## src/rtl/axis_pkg.sv

```systemverilog
// Shared constants and tkeep helpers for the AXI4-Stream ingress datapath.
// Helpers take tkeep zero-extended to KEEP_MAX_W lanes (up to 1024-bit data).
package axis_pkg;

    localparam int unsigned FRAME_BYTES_W = 16;
    localparam int unsigned FRAME_CNT_W   = 32;
    localparam int unsigned KEEP_MAX_W    = 128;

    // Number of enabled byte lanes.
    function automatic logic [FRAME_BYTES_W-1:0] keep_popcount(input logic [KEEP_MAX_W-1:0] keep);
        logic [FRAME_BYTES_W-1:0] cnt;
        cnt = '0;
        for (int unsigned i = 0; i < KEEP_MAX_W; i++) begin
            cnt = cnt + FRAME_BYTES_W'(keep[i]);
        end
        return cnt;
    endfunction

    // All of the low 'width' lanes are enabled.
    function automatic logic keep_is_full(input logic [KEEP_MAX_W-1:0] keep, input int unsigned width);
        logic full;
        full = 1'b1;
        for (int unsigned i = 0; i < KEEP_MAX_W; i++) begin
            if (i < width && !keep[i]) begin
                full = 1'b0;
            end
        end
        return full;
    endfunction

    // Nonzero and contiguous from lane 0 (2^k-1); upper lanes must be zero.
    function automatic logic keep_is_contig(input logic [KEEP_MAX_W-1:0] keep);
        return (keep != '0) && ((keep & (keep + KEEP_MAX_W'(1))) == '0);
    endfunction

endpackage

```

## src/rtl/axis_sync_fifo.sv

```systemverilog
// Synchronous FIFO with registered write-ready and combinational head read.
// Ports: wr_* push side (wr_ready_o registered), rd_* pop side
// (rd_data_o is the head entry, rd_valid_o = fill_o != 0), fill_o occupancy.
module axis_sync_fifo #(
    parameter int unsigned WIDTH = 8,
    parameter int unsigned DEPTH = 8,
    localparam int unsigned ADDR_W = $clog2(DEPTH),
    localparam int unsigned FILL_W = $clog2(DEPTH + 1)
) (
    input  logic              clk,
    input  logic              rst_n,
    input  logic [WIDTH-1:0]  wr_data_i,
    input  logic              wr_valid_i,
    output logic              wr_ready_o,
    output logic [WIDTH-1:0]  rd_data_o,
    output logic              rd_valid_o,
    input  logic              rd_ready_i,
    output logic [FILL_W-1:0] fill_o
);

    logic [WIDTH-1:0]  mem_q [DEPTH];
    logic [ADDR_W-1:0] wr_ptr_q, wr_ptr_d;
    logic [ADDR_W-1:0] rd_ptr_q, rd_ptr_d;
    logic [FILL_W-1:0] fill_q, fill_d;
    logic              ready_q, ready_d;
    logic              push, pop;

    assign push = wr_valid_i && ready_q;
    assign pop  = rd_ready_i && (fill_q != '0);

    // Next pointers, occupancy and ready.
    always_comb begin
        wr_ptr_d = wr_ptr_q;
        rd_ptr_d = rd_ptr_q;
        fill_d   = fill_q;
        if (push) begin
            wr_ptr_d = wr_ptr_q + ADDR_W'(1);
        end
        if (pop) begin
            rd_ptr_d = rd_ptr_q + ADDR_W'(1);
        end
        case ({push, pop})
            2'b10:   fill_d = fill_q + FILL_W'(1);
            2'b01:   fill_d = fill_q - FILL_W'(1);
            default: fill_d = fill_q;
        endcase
        ready_d = (fill_d < FILL_W'(DEPTH));
    end

    always_ff @(posedge clk or negedge rst_n) begin
        if (!rst_n) begin
            wr_ptr_q <= '0;
            rd_ptr_q <= '0;
            fill_q   <= '0;
            ready_q  <= 1'b0;
        end else begin
            wr_ptr_q <= wr_ptr_d;
            rd_ptr_q <= rd_ptr_d;
            fill_q   <= fill_d;
            ready_q  <= ready_d;
        end
    end

    // Storage needs no reset; occupancy decides what is valid.
    always_ff @(posedge clk) begin
        if (push) begin
            mem_q[wr_ptr_q] <= wr_data_i;
        end
    end

    assign rd_data_o  = mem_q[rd_ptr_q];
    assign rd_valid_o = (fill_q != '0);
    assign wr_ready_o = ready_q;
    assign fill_o     = fill_q;

endmodule

```

## src/rtl/axis_ingress_buf.sv

```systemverilog
// AXI4-Stream ingress buffer: FIFO-buffers beats tagged with start-of-frame,
// counts bytes per frame, counts frames and flags illegal tkeep.
// Ports: s_axis_* ingress slave (tready registered), axis_* internal stream
// driven from the FIFO head, beat_accept ingress handshake, fill occupancy,
// frame_done/frame_bytes/frame_count frame statistics, keep_err pulse.
module axis_ingress_buf
    import axis_pkg::*;
#(
    parameter int unsigned DATA_WIDTH = 64,
    parameter int unsigned DEPTH      = 8,
    localparam int unsigned KEEP_WIDTH = DATA_WIDTH / 8,
    localparam int unsigned FILL_W     = $clog2(DEPTH + 1)
) (
    input  logic                     clk,
    input  logic                     rst_n,
    input  logic [DATA_WIDTH-1:0]    s_axis_tdata,
    input  logic [KEEP_WIDTH-1:0]    s_axis_tkeep,
    input  logic                     s_axis_tvalid,
    output logic                     s_axis_tready,
    input  logic                     s_axis_tlast,
    output logic [DATA_WIDTH-1:0]    axis_tdata,
    output logic [KEEP_WIDTH-1:0]    axis_tkeep,
    output logic                     axis_tvalid,
    input  logic                     axis_tready,
    output logic                     axis_tlast,
    output logic                     axis_tsof,
    output logic                     beat_accept,
    output logic [FILL_W-1:0]        fill,
    output logic                     frame_done,
    output logic [FRAME_BYTES_W-1:0] frame_bytes,
    output logic [FRAME_CNT_W-1:0]   frame_count,
    output logic                     keep_err
);

    localparam int unsigned ENTRY_W = DATA_WIDTH + KEEP_WIDTH + 2;

    logic [ENTRY_W-1:0] wr_entry, rd_entry;

    logic                     in_frame_q, in_frame_d;
    logic [FRAME_BYTES_W-1:0] acc_q, acc_d;
    logic                     last_seen_q, last_seen_d;
    logic [FRAME_BYTES_W-1:0] last_sum_q, last_sum_d;
    logic                     err_seen_q, err_seen_d;
    logic                     frame_done_q, frame_done_d;
    logic [FRAME_BYTES_W-1:0] frame_bytes_q, frame_bytes_d;
    logic [FRAME_CNT_W-1:0]   frame_count_q, frame_count_d;
    logic                     keep_err_q, keep_err_d;

    logic [FRAME_BYTES_W:0]   sum_wide;
    logic [FRAME_BYTES_W-1:0] sum_sat;
    logic                     keep_bad;

    assign beat_accept = s_axis_tvalid && s_axis_tready;
    assign wr_entry    = {!in_frame_q, s_axis_tlast, s_axis_tkeep, s_axis_tdata};

    axis_sync_fifo #(
        .WIDTH (ENTRY_W),
        .DEPTH (DEPTH)
    ) u_fifo (
        .clk        (clk),
        .rst_n      (rst_n),
        .wr_data_i  (wr_entry),
        .wr_valid_i (s_axis_tvalid),
        .wr_ready_o (s_axis_tready),
        .rd_data_o  (rd_entry),
        .rd_valid_o (axis_tvalid),
        .rd_ready_i (axis_tready),
        .fill_o     (fill)
    );

    assign axis_tdata = rd_entry[DATA_WIDTH-1:0];
    assign axis_tkeep = rd_entry[DATA_WIDTH +: KEEP_WIDTH];
    assign axis_tlast = rd_entry[DATA_WIDTH + KEEP_WIDTH];
    assign axis_tsof  = rd_entry[ENTRY_W-1];

    // Saturating running byte sum including the current beat.
    always_comb begin
        sum_wide = {1'b0, acc_q} + {1'b0, keep_popcount(KEEP_MAX_W'(s_axis_tkeep))};
        sum_sat  = sum_wide[FRAME_BYTES_W] ? '1 : sum_wide[FRAME_BYTES_W-1:0];
        keep_bad = s_axis_tlast ? !keep_is_contig(KEEP_MAX_W'(s_axis_tkeep))
                                : !keep_is_full(KEEP_MAX_W'(s_axis_tkeep), KEEP_WIDTH);
    end

    // Frame tracking; statistics are staged once so they publish one edge
    // after the accepting edge.
    always_comb begin
        in_frame_d    = in_frame_q;
        acc_d         = acc_q;
        last_seen_d   = beat_accept && s_axis_tlast;
        last_sum_d    = last_sum_q;
        err_seen_d    = beat_accept && keep_bad;
        frame_done_d  = last_seen_q;
        frame_bytes_d = frame_bytes_q;
        frame_count_d = frame_count_q;
        keep_err_d    = err_seen_q;
        if (beat_accept) begin
            in_frame_d = !s_axis_tlast;
            if (s_axis_tlast) begin
                acc_d      = '0;
                last_sum_d = sum_sat;
            end else begin
                acc_d = sum_sat;
            end
        end
        if (last_seen_q) begin
            frame_bytes_d = last_sum_q;
            frame_count_d = frame_count_q + FRAME_CNT_W'(1);
        end
    end

    always_ff @(posedge clk or negedge rst_n) begin
        if (!rst_n) begin
            in_frame_q    <= 1'b0;
            acc_q         <= '0;
            last_seen_q   <= 1'b0;
            last_sum_q    <= '0;
            err_seen_q    <= 1'b0;
            frame_done_q  <= 1'b0;
            frame_bytes_q <= '0;
            frame_count_q <= '0;
            keep_err_q    <= 1'b0;
        end else begin
            in_frame_q    <= in_frame_d;
            acc_q         <= acc_d;
            last_seen_q   <= last_seen_d;
            last_sum_q    <= last_sum_d;
            err_seen_q    <= err_seen_d;
            frame_done_q  <= frame_done_d;
            frame_bytes_q <= frame_bytes_d;
            frame_count_q <= frame_count_d;
            keep_err_q    <= keep_err_d;
        end
    end

    assign frame_done  = frame_done_q;
    assign frame_bytes = frame_bytes_q;
    assign frame_count = frame_count_q;
    assign keep_err    = keep_err_q;

endmodule

```

## config.mk

```make
export PLATFORM = sky130hd
export DESIGN_NAME = axis_ingress_buf
export DESIGN_NICKNAME = d
export VERILOG_FILES = /design/src/rtl/axis_pkg.sv /design/src/rtl/axis_sync_fifo.sv /design/src/rtl/axis_ingress_buf.sv
export SDC_FILE = /design/constraint.sdc
export NUM_CORES = 1
export LEC_CHECK = 0
export CORE_MARGIN = 2
export CORE_UTILIZATION = 45
export CTS_BUF_LIST = sky130_fd_sc_hd__clkbuf_8
export DETAILED_ROUTE_END_ITERATION = 12
export GPL_ROUTABILITY_DRIVEN = 0
export PLACE_DENSITY = 0.7
export SYNTH_ARGS = -nofsm -noshare
export SYNTH_HDL_FRONTEND = slang
export SYNTH_SLANG_ARGS = --single-unit
export TNS_END_PERCENT = 100
```

## constraint.sdc

```tcl
create_clock -name clk -period 16.45 [get_ports clk]
set_input_delay 4.935 -clock clk [delete_from_list [all_inputs] [get_ports clk]]
set_output_delay 4.935 -clock clk [all_outputs]
set_load 0.01 [all_outputs]
```

==> results of run 1 <==
==> registers in the layout, indices dropped and copies added (netlist names), 3 cells and up <==
register         flops
u_fifo.mem_q       592
frame_count         32
acc_q               16
frame_bytes         16
last_sum_q          16
u_fifo.fill_o        4
u_fifo.rd_ptr_q      3
u_fifo.wr_ptr_q      3
==> final cells by class <==
cell class	instances	share of cell area, %
Clock inverter	80	1.724
Antenna cell	1	0.007800
Inverter	21	0.2457
Sequential cell	688	62.93
Tap cell	773	3.015
Clock buffer	115	4.934
Timing Repair Buffer	236	7.129
Multi-Input combinational cell	522	20.01
==> per-layer routing <==
layer | share of wire, % | vias to the layer above | wire [µm] | global-route usage (%)
met5 | 0.024 | - | 13 | 0
met4 | 1.9 | 2 | 1024 | 6.390
met3 | 4.6 | 79 | 2543 | 3.260
met2 | 50 | 335 | 27610 | 29.65
met1 | 43 | 7051 | 23610 | 23.94
li1 | - | 5826 | - | -
==> per-stage QoR <==
step / hold WS [ns] / setup WS [ns] / cell area [µm²]
floorplan: 0.3312 / 3.340 / 26970
detailed placement: 0.3372 / 5.215 / 29940
global route: 0.3763 / 5.186 / 32080
CTS: 0.3619 / 5.196 / 32080
finish: 0.3598 / 5.226 / 32080
global placement: 0.3463 / 5.179 / 29940
==> worst paths after layout <==
kind                                                  end  cells after the start  slack [ns]
max                                           beat_accept                      5        5.23
max in group asynchronous  u_fifo.rd_ptr_q[2]$_DFFE_PN0P_                      2       10.98
min                                    keep_err$_DFF_PN0_                      0        0.36
max reg2reg                 u_fifo.mem_q[3][25]$_DFFE_PP_                      8       12.94
min reg2reg                            keep_err$_DFF_PN0_                      0        0.36
min in group asynchronous      frame_count[0]$_DFFE_PN0P_                      1        4.11
==> power by group through the flow <==
| stage | sequential, mW | clock (mW) | combinational [mW] |
|---|---|---|---|
| global placement | 2.30 | 0 | 1.67 |
| global route | 2.31 | 1.52 | 1.77 |
| floorplan | 2.25 | 0 | 1.07 |
| detailed placement | 2.32 | 0 | 1.68 |
| finish | 2.28 | 1.40 | 1.65 |
| CTS | 2.28 | 1.45 | 1.69 |
==> logic make-up after synthesis <==
logic type | share of synthesized area [%]
AO/OA/AOI/OAI | 1.781
multiplexers | 16.24
adder cells (fa/ha/maj) | 1.141
buffers and inverters | 1.568
flip-flops | 74.81
AND/OR/NAND/NOR | 2.839
XOR/XNOR | 1.624
==> cells in the final DEF, fill, tap and decap left out, types with 3 or more instances in the layout <==
cell type,netlist,layout
edfxtp_1,592,592
clkdlybuf4s50_1,0,206
mux4_2,148,148
clkbuf_8,0,115
dfrtp_1,96,93
mux2_2,92,92
inv_1,20,49
xnor2_1,37,37
nand2_1,31,31
buf_4,2,30
nor2_1,32,29
a21oi_1,26,26
clkinv_1,1,21
nand3_1,18,18
clkinv_2,0,16
ha_1,15,15
xor2_1,13,13
nand4_1,9,9
nor3_1,13,9
a31oi_1,8,8
and4_1,7,7
and3_1,7,7
o21ai_0,6,6
fa_1,6,6
bufinv_16,0,6
nor3_2,1,5
nand2b_1,4,4
o31ai_1,4,4
a31o_1,4,4
nor2_4,0,3
o21a_1,3,3
dfrtp_4,0,3
==> worst max-delay path, stage by stage <==
cell	delay (ns)
clkdlybuf4s50_1	0.39
nand2_1	0.06
buf_4	0.26
clkinv_1	0.13
clkdlybuf4s50_1	0.49
==> reports/qor.txt, run 1 <==
status = finished clean
critical path required time = 11.51 ns
core area = 59130 µm²
post-synth top area share = 65.91%
leakage power = 10.92 nW
top post-synthesis cells by area = edfxtp_1 (66%), mux4_2 (12%), dfrtp_1 (8.9%)
post-synthesis sequential area ratio = 74.81%
final std cells w/o fill = 2436
DR vias = 13290
max-capacitance violation count = 0
Synth Cell Area = 26970 µm²
CP Capture Type = output pin
syn_nets = 1386
Max transition margin = 28.00%
setup TNS = 0 ns
Data arrival, critical path = 6.29 ns
yosys warns = 0
H-tree levels = 3
Worst-Margin Slew = 1.080 ns
Logic pwr share = 31.0%
Flop pwr share = 42.7%
most frequent cells after synthesis = edfxtp_1 (592), mux4_2 (148), dfrtp_1 (96), mux2_2 (92), xnor2_1 (37)
CTS Buf Count = 107
Fillers = 4537
DP Cell Count = 2240
die height = 248.8 µm
Finished Core Util = 54.26%
CTS resizes = 0
CTS root buf = clkbuf_8
max frequency = 89.09 MHz
Total Wirelength = 54800 µm
worst-path fanout max = 20
Post-synth top flop = edfxtp_1
Num Clock Sinks = 688
post-synthesis instance total = 1288
critical path startpoint = s_axis_tvalid
hold-fix buffers at CTS = 0
final setup fails = 0
initial antenna violation count = 2
vias in the first global route = 14390
CTS tree = built
pin count of the biggest net entering global routing = 75
area taken by multi-input logic gates = 6420 µm²
Routed WL per cell = 22.50 µm
FF/Latch Area = 20190 µm²
sw power = 1.558 mW
crit path kind = input pin to output pin
final hold violation count = 0
Syn Area/Cell = 20.94 µm²
Post-synth EDFFs = 592
Layout Area Growth over Synthesis = 18.94%
FF+latch count, synth = 688
Tmin final = 11.22 ns
Peak supply drop = 115.4 µV
Power Dens Cells = 166.3 nW/µm²
Top Ports = 208
clk buf depth = 3
starting density of the core = 45.62%
Chip Width = 248.8 µm
fin crit share = 68.23%
hold path startpoint = err_seen_q$_DFF_PN0_
drt first pass iters = 5
vias per std cell = 5.457
clock skew = 0.02441 ns
input/output buffers = 207
DR DRC count = 0
# rows = 89
max-slew violations = 0
overall power = 5.336 mW
first-pass GRT wire length = 83900 µm
most frequent cell after synthesis = edfxtp_1
Die ar. = 61920 µm²
Worst-Skew Late Latency = 0.73 ns
layout cells sized above 1 = 26.65%
# nets final = 1674
switching share of power = 29.19%
clk slew on worst S/H paths = 0.06 ns
Post-DRT Antenna Nets = 0
final global-route overflow total = 0
Yosys cell types = 59
cell-internal power = 3.778 mW
cell taking the most area after synthesis = edfxtp_1
clock share of power = 26.3%
asr flop ratio synth = 13.95%
reg2reg start = u_fifo.wr_ready_o$_DFF_PN0_
type of the most critical hold path = register to register
Setup Buffers After CTS = 0
crit start category = input pin
Initial DRC Count = 902
dpl hpwl = 30610 µm
Tot GR Track Use = 17.90%
RSZ-0062 raised after global routing = false
Note: power is estimated with default switching activity, not from simulation.
==> run 2: changes to the inputs <==
==> constraint.sdc (replaced) <==
create_clock -name clk -period 10.9 [get_ports clk]
set_input_delay 3.27 -clock clk [delete_from_list [all_inputs] [get_ports clk]]
set_output_delay 3.27 -clock clk [all_outputs]
set_load 0.01 [all_outputs]
==> reports/qor.txt, run 2 (synthesis gave the netlist of run 1 again) <==
crit start category = input pin
Post-DRT Antenna Nets = 0 (unchanged)
critical path startpoint = s_axis_tvalid
core area = 59130 µm² (unchanged)
vias in the first global route = 14210 (-1.3%)
H-tree levels = 3 (unchanged)
# rows = 89 (unchanged)
max-capacitance violation count = 0 (unchanged)
CP peak stage delay = 0.60 ns (+0.11 ns)
RSZ-0062 raised after global routing = false
dpl hpwl = 30550 µm (-0.20%)
Finished Core Util = 54.33% (+0.078 points)
CTS resizes = 0 (unchanged)
delay-heaviest family, CP = buffers and inverters
clock skew = 0.02277 ns (-0.001646 ns)
final global-route overflow total = 0 (unchanged)
hold path startpoint = err_seen_q$_DFF_PN0_
Max transition margin = 28.91% (+0.90 points)
Initial DRC Count = 829 (-8.1%)
crit path cell chain = clkdlybuf4s50_1 -> nand2_1 -> buf_4 -> clkinv_1 -> buf_4 -> clkdlybuf4s50_1
Power Dens Cells = 251.8 nW/µm² (+51%)
fin crit share = 75.33%
PnR worst setup slack = 2.689 ns (-2.536 ns)
Crit path depth = 6 (+1)
worst-path fanout max = 28 (+40%)
Setup Buffers After CTS = 0 (unchanged)
DR DRC count = 0 (unchanged)
most common cell after layout, fill and taps aside = edfxtp_1
CTS tree = built
Fillers = 4448 (-2.0%)
CP Capture Type = output pin
final setup fails = 0 (unchanged)
status = finished clean
CTS root buf = clkbuf_8
Largest register FFs = 592 (unchanged)
Total Wirelength = 55130 µm (+0.60%)
pin count of the biggest net entering global routing = 69 (-8.0%)
CTS Buf Count = 111 (+3.7%)
type of the most critical hold path = register to register
Num Clock Sinks = 688 (unchanged)
first-pass GRT wire length = 85010 µm (+1.3%)
Data arrival, critical path = 4.94 ns (-1.35 ns)
leakage power = 10.95 nW (+0.30%)
max frequency = 121.8 MHz
Bufs and invs on worst path = 5 (+1)
CP max-delay cell = clkdlybuf4s50_1
critical path required time = 7.63 ns (-3.88 ns)
Peak supply drop = 178.6 µV (+55%)
Worst-Margin Slew = 1.066 ns (-0.01356 ns)
Routed WL per cell = 22.57 µm (+0.31%)
initial antenna violation count = 2 (unchanged)
hold-fix buffers at CTS = 0 (unchanged)
max-slew violations = 0 (unchanged)
setup TNS = 0 ns (unchanged)
final hold violation count = 0 (unchanged)
Most flops, register = u_fifo.mem_q
worst r2r path cells = 11 (+3)
# nets final = 1676 (+0.12%)
clk buf depth = 3 (unchanged)
clk slew on worst S/H paths = 0.06 ns (about the same)
input/output buffers = 207 (unchanged)
Worst Hold Depth = 0 (unchanged)
crit path kind = input pin to output pin
Layout Area Growth over Synthesis = 19.11%
Top Ports = 208 (unchanged)
reg2reg start = acc_q[0]$_DFFE_PN0P_
Diodes inserted = 0 (-1)
Die ar. = 61920 µm² (unchanged)
Chip Width = 248.8 µm (unchanged)
vias per std cell = 5.444 (-0.24%)
starting density of the core = 45.62% (unchanged)
Tot GR Track Use = 18.11% (+0.21 points)
area taken by multi-input logic gates = 6429 µm² (+0.14%)
most frequent cells in the layout = edfxtp_1 (592), clkdlybuf4s50_1 (206), mux4_2 (148), clkbuf_8 (121), dfrtp_1 (93)
layout cells sized above 1 = 26.53% (-0.13 points)
DR vias = 13300 (+0.045%)
Tmin final = 8.211 ns
drt first pass iters = 5 (unchanged)
overall power = 8.091 mW (+52%)
die height = 248.8 µm (unchanged)
Worst-Skew Late Latency = 0.69 ns (-0.04 ns)
FF/Latch Area = 20190 µm² (unchanged)
pre-CTS setup slack = 2.691 ns (-2.524 ns)
==> run 2: cell count changes in the layout (fill, tap and decap cells not counted), sizes merged <==
cell / change
clkbuf: +6
inv: +3
buf: -2
clkinvlp: +1
diode: -1
==> run 2: routing by layer <==
metal  vias to the layer above  routed length (µm)  track usage, %
met5                         -                  22               0
met4                         4                 995           5.541
met3                        74                2823           3.417
met2                       372               27080           29.74
met1                      6996               24210           24.77
li1                       5853                   -               -
==> run 2: path summary, 6_finish.rpt <==
check                      slack [ns]                             end
min reg2reg                      0.36              keep_err$_DFF_PN0_
min                              0.36              keep_err$_DFF_PN0_
min in group asynchronous        2.50       last_sum_q[5]$_DFFE_PN0P_
max                              2.69                     beat_accept
max in group asynchronous        7.23  u_fifo.wr_ptr_q[2]$_DFFE_PN0P_
max reg2reg                      7.46      last_sum_q[10]$_DFFE_PN0P_
==> run 2: where the power goes <==
group	total, mW	switching, mW	internal, mW
clock	2.16	0.993	1.17
sequential	3.44	0.232	3.21
combinational	2.50	1.12	1.37
total	8.09	2.35	5.74
==> run 2: worst register-to-register path: stages, from the launching register on <==
cell      delay [ns]
dfrtp_1         0.36
inv_1           0.09
fa_1            0.45
fa_1            0.46
fa_1            0.41
inv_1           0.08
fa_1            0.21
nand3_1         0.16
a21boi_2        0.50
and3_1          0.30
xnor2_1         0.13
a31oi_1         0.12
==> run 2: layout make-up <==
| cell class | instances | share of cell area (%) |
|---|---|---|
| well taps | 773 | 3.010 |
| multi-input cells | 522 | 20.01 |
| flip-flops and latches | 688 | 62.84 |
| inverters | 21 | 0.2453 |
| repair buffers | 234 | 7.072 |
| clock inverters | 84 | 1.636 |
| clock buffers | 121 | 5.183 |
==> run 2: metrics by stage <==
stage | hold slack [ns] | instances | area [µm²]
after floorplan | 0.3312 | 1288 | 26980
after global placement | 0.3463 | 2238 | 29940
after detailed placement | 0.3378 | 2238 | 29940
after CTS | 0.3606 | 2443 | 32130
after global routing | 0.3673 | 2443 | 32130
final | 0.3613 | 2443 | 32130
==> run 3: changes to the inputs <==
--- a/config.mk
+++ b/config.mk
@@ -10,7 +10,7 @@
 export CTS_BUF_LIST = sky130_fd_sc_hd__clkbuf_8
 export DETAILED_ROUTE_END_ITERATION = 12
 export GPL_ROUTABILITY_DRIVEN = 0
-export PLACE_DENSITY = 0.7
+export PLACE_DENSITY = 0.73
 export SYNTH_ARGS = -nofsm -noshare
 export SYNTH_HDL_FRONTEND = slang
 export SYNTH_SLANG_ARGS = --single-unit
==> constraint.sdc (replaced) <==
create_clock -name clk -period 6.85 [get_ports clk]
set_input_delay 2.055 -clock clk [delete_from_list [all_inputs] [get_ports clk]]
set_output_delay 2.055 -clock clk [all_outputs]
set_load 0.01 [all_outputs]
==> reports/qor.txt, run 3 (synthesis gave the netlist of run 1 again) <==
layout cells sized above 1 = 25.66% (-0.87 points)
Layout Area Growth over Synthesis = 19.05% (about the same)
Chip Width = 248.8 µm (unchanged)
status = finished clean
Die ar. = 61920 µm² (unchanged)
Hold Path Sink = keep_err$_DFF_PN0_
clock share of power = 25.7% (-1.0 points)
clock skew = 0.04580 ns (+0.02303 ns)
final global-route overflow total = 0 (unchanged)
cell-internal power = 9.056 mW (+58%)
H-tree levels = 3 (unchanged)
dpl hpwl = 31060 µm (+1.7%)
Largest register FFs = 592 (unchanged)
CTS resizes = 0 (unchanged)
final setup fails = 0 (unchanged)
initial antenna violation count = 4 (+2)
Power Dens Cells = 397.9 nW/µm² (+58%)
Tmin final = 5.573 ns
worst reg2reg setup slack = 3.43 ns (-4.03 ns)
worst r2r path cells = 11 (unchanged)
leakage power = 10.92 nW (-0.27%)
vias in the first global route = 14440 (+1.6%)
CTS Buf Count = 108 (-2.7%)
reg2reg start = acc_q[0]$_DFFE_PN0P_
Tot GR Track Use = 18.19% (+0.080 points)
drt first pass iters = 5 (unchanged)
CTS tree = built
fin crit share = 81.36%
Max Used Layer = met5
hold-fix buffers at CTS = 0 (unchanged)
Flop pwr share = 43.0% (+0.5 points)
Cell Area, Placed = 30040 µm² (+0.35%)
sw power = 3.722 mW (+58%)
max-capacitance violation count = 0 (unchanged)
die height = 248.8 µm (unchanged)
input/output buffers = 207 (unchanged)
Most flops, register = u_fifo.mem_q
CP Capture Type = register
Worst-Margin Slew = 1.045 ns (-0.02134 ns)
Post-DRT Antenna Nets = 0 (unchanged)
clk slew on worst S/H paths = 0.06 ns (about the same)
Finished Core Util = 54.31% (about the same)
# rows = 89 (unchanged)
switching share of power = 29.13% (+0.099 points)
max-slew violations = 0 (unchanged)
first-pass GRT wire length = 85700 µm (+0.80%)
crit start category = input pin
type of the most critical hold path = register to register
CTS root buf = clkbuf_8
Initial DRC Count = 1002 (+21%)
DR vias = 13460 (+1.2%)
Worst Hold Depth = 0 (unchanged)
starting density of the core = 45.62% (unchanged)
# nets final = 1676 (unchanged)
RSZ-0062 raised after global routing = false
most frequent cells in the layout = edfxtp_1 (592), clkdlybuf4s50_1 (206), mux4_2 (148), clkbuf_8 (111), dfrtp_1 (93)
Peak supply drop = 275.9 µV (+54%)
Routed WL per cell = 22.66 µm (+0.43%)
hold path startpoint = err_seen_q$_DFF_PN0_
met2 wire length = 27570 µm (+1.8%)
worst-path fanout max = 13 (-54%)
DR WL met3 = 2855 µm (+1.1%)
pin count of the biggest net entering global routing = 75 (+8.7%)
Setup Buffers After CTS = 0 (unchanged)
cell area after layout = 32110 µm² (about the same)
Data arrival, critical path = 6.12 ns (+1.18 ns)
crit path kind = input pin to register
Top Ports = 208 (unchanged)
most common cell after layout, fill and taps aside = edfxtp_1
Logic pwr share = 31.3% (+0.5 points)
worst reg2reg path endpoint = last_sum_q[10]$_DFFE_PN0P_
Max transition margin = 30.33% (+1.4 points)
critical path required time = 7.39 ns (-0.24 ns)
final hold violation count = 0 (unchanged)
DR DRC count = 0 (unchanged)
Num Clock Sinks = 688 (unchanged)
max frequency = 179.4 MHz
Worst-Skew Late Latency = 0.71 ns (+0.02 ns)
clk buf depth = 3 (unchanged)
wl on met1 = 23760 µm (-1.8%)
core area = 59130 µm² (unchanged)
vias per std cell = 5.512 (+1.3%)
Total Wirelength = 55350 µm (+0.39%)
==> run 3: changes by cell type in the layout (fill, tap and decap cells not counted), sizes merged <==
cell / change
inv: +4
clkbuf: -10
clkinvlp: -1
buf: +3
diode: +1
clkinv: +2
==> run 3: critical path: stages <==
cell             delay (ns)
clkdlybuf4s50_1        0.61
fa_1                   0.59
inv_1                  0.05
fa_1                   0.50
fa_1                   0.43
fa_1                   0.40
inv_1                  0.08
fa_1                   0.19
nand3_1                0.16
a21boi_2               0.51
and3_1                 0.29
xnor2_1                0.13
a31oi_1                0.11
==> run 3: cell type report <==
cell class | count | area (µm²)
Inverter | 21 | 78.83
Timing Repair Buffer | 237 | 2370
Antenna cell | 1 | 2.502
Sequential cell | 688 | 20190
Fill cell | 4465 | 27020
Multi-Input combinational cell | 522 | 6435
Clock buffer | 111 | 1528
Clock inverter | 89 | 540.5
Tap cell | 773 | 967.2
==> run 3: worst max path at each step <==
stage | startpoint | slack (ns) | end
final | s_axis_tkeep[1] | 1.28 | last_sum_q[10]$_DFFE_PN0P_
after global routing | u_fifo.rd_ptr_q[0]$_DFFE_PN0P_ | 1.11 | axis_tdata[19]
after CTS | u_fifo.rd_ptr_q[0]$_DFFE_PN0P_ | 1.21 | axis_tdata[15]
after detailed placement | s_axis_tkeep[1] | 0.56 | last_sum_q[10]$_DFFE_PN0P_
after global placement | s_axis_tkeep[1] | 0.62 | acc_q[10]$_DFFE_PN0P_
after floorplan | s_axis_tvalid | -1.40 | u_fifo.mem_q[2][0]$_DFFE_PP_
==> run 3: stage by stage <==
stage | instances | hold slack [ns] | total power [mW] | setup TNS (ns) | setup slack (ns)
2_1_floorplan | 1288 | 0.3312 | 7.963 | -329.09 | -1.400
3_3_place_gp | 2241 | 0.3455 | 9.585 | 0 | 0.6230
3_5_place_dp | 2241 | 0.3471 | 9.658 | 0 | 0.5608
4_1_cts | 2441 | 0.3717 | 12.98 | 0 | 1.214
5_1_grt | 2442 | 0.3798 | 13.43 | 0 | 1.113
6_report | 2442 | 0.3720 | 12.78 | 0 | 1.277
==> run 3: power groups by stage <==
stage	Combinational, mW	Sequential [mW]	Clock, mW
after floorplan	2.57	5.39	0
after global placement	4.02	5.56	0
after detailed placement	4.07	5.59	0
after CTS	4.09	5.51	3.38
after global routing	4.29	5.56	3.57
final	3.99	5.50	3.28
==> run 3: per-layer routing <==
layer  vias to the layer above  track usage (%)
met4                         6            5.887
met3                        88            3.877
met2                       384            29.69
met5                         -                0
li1                       5840                -
met1                      7143            24.60
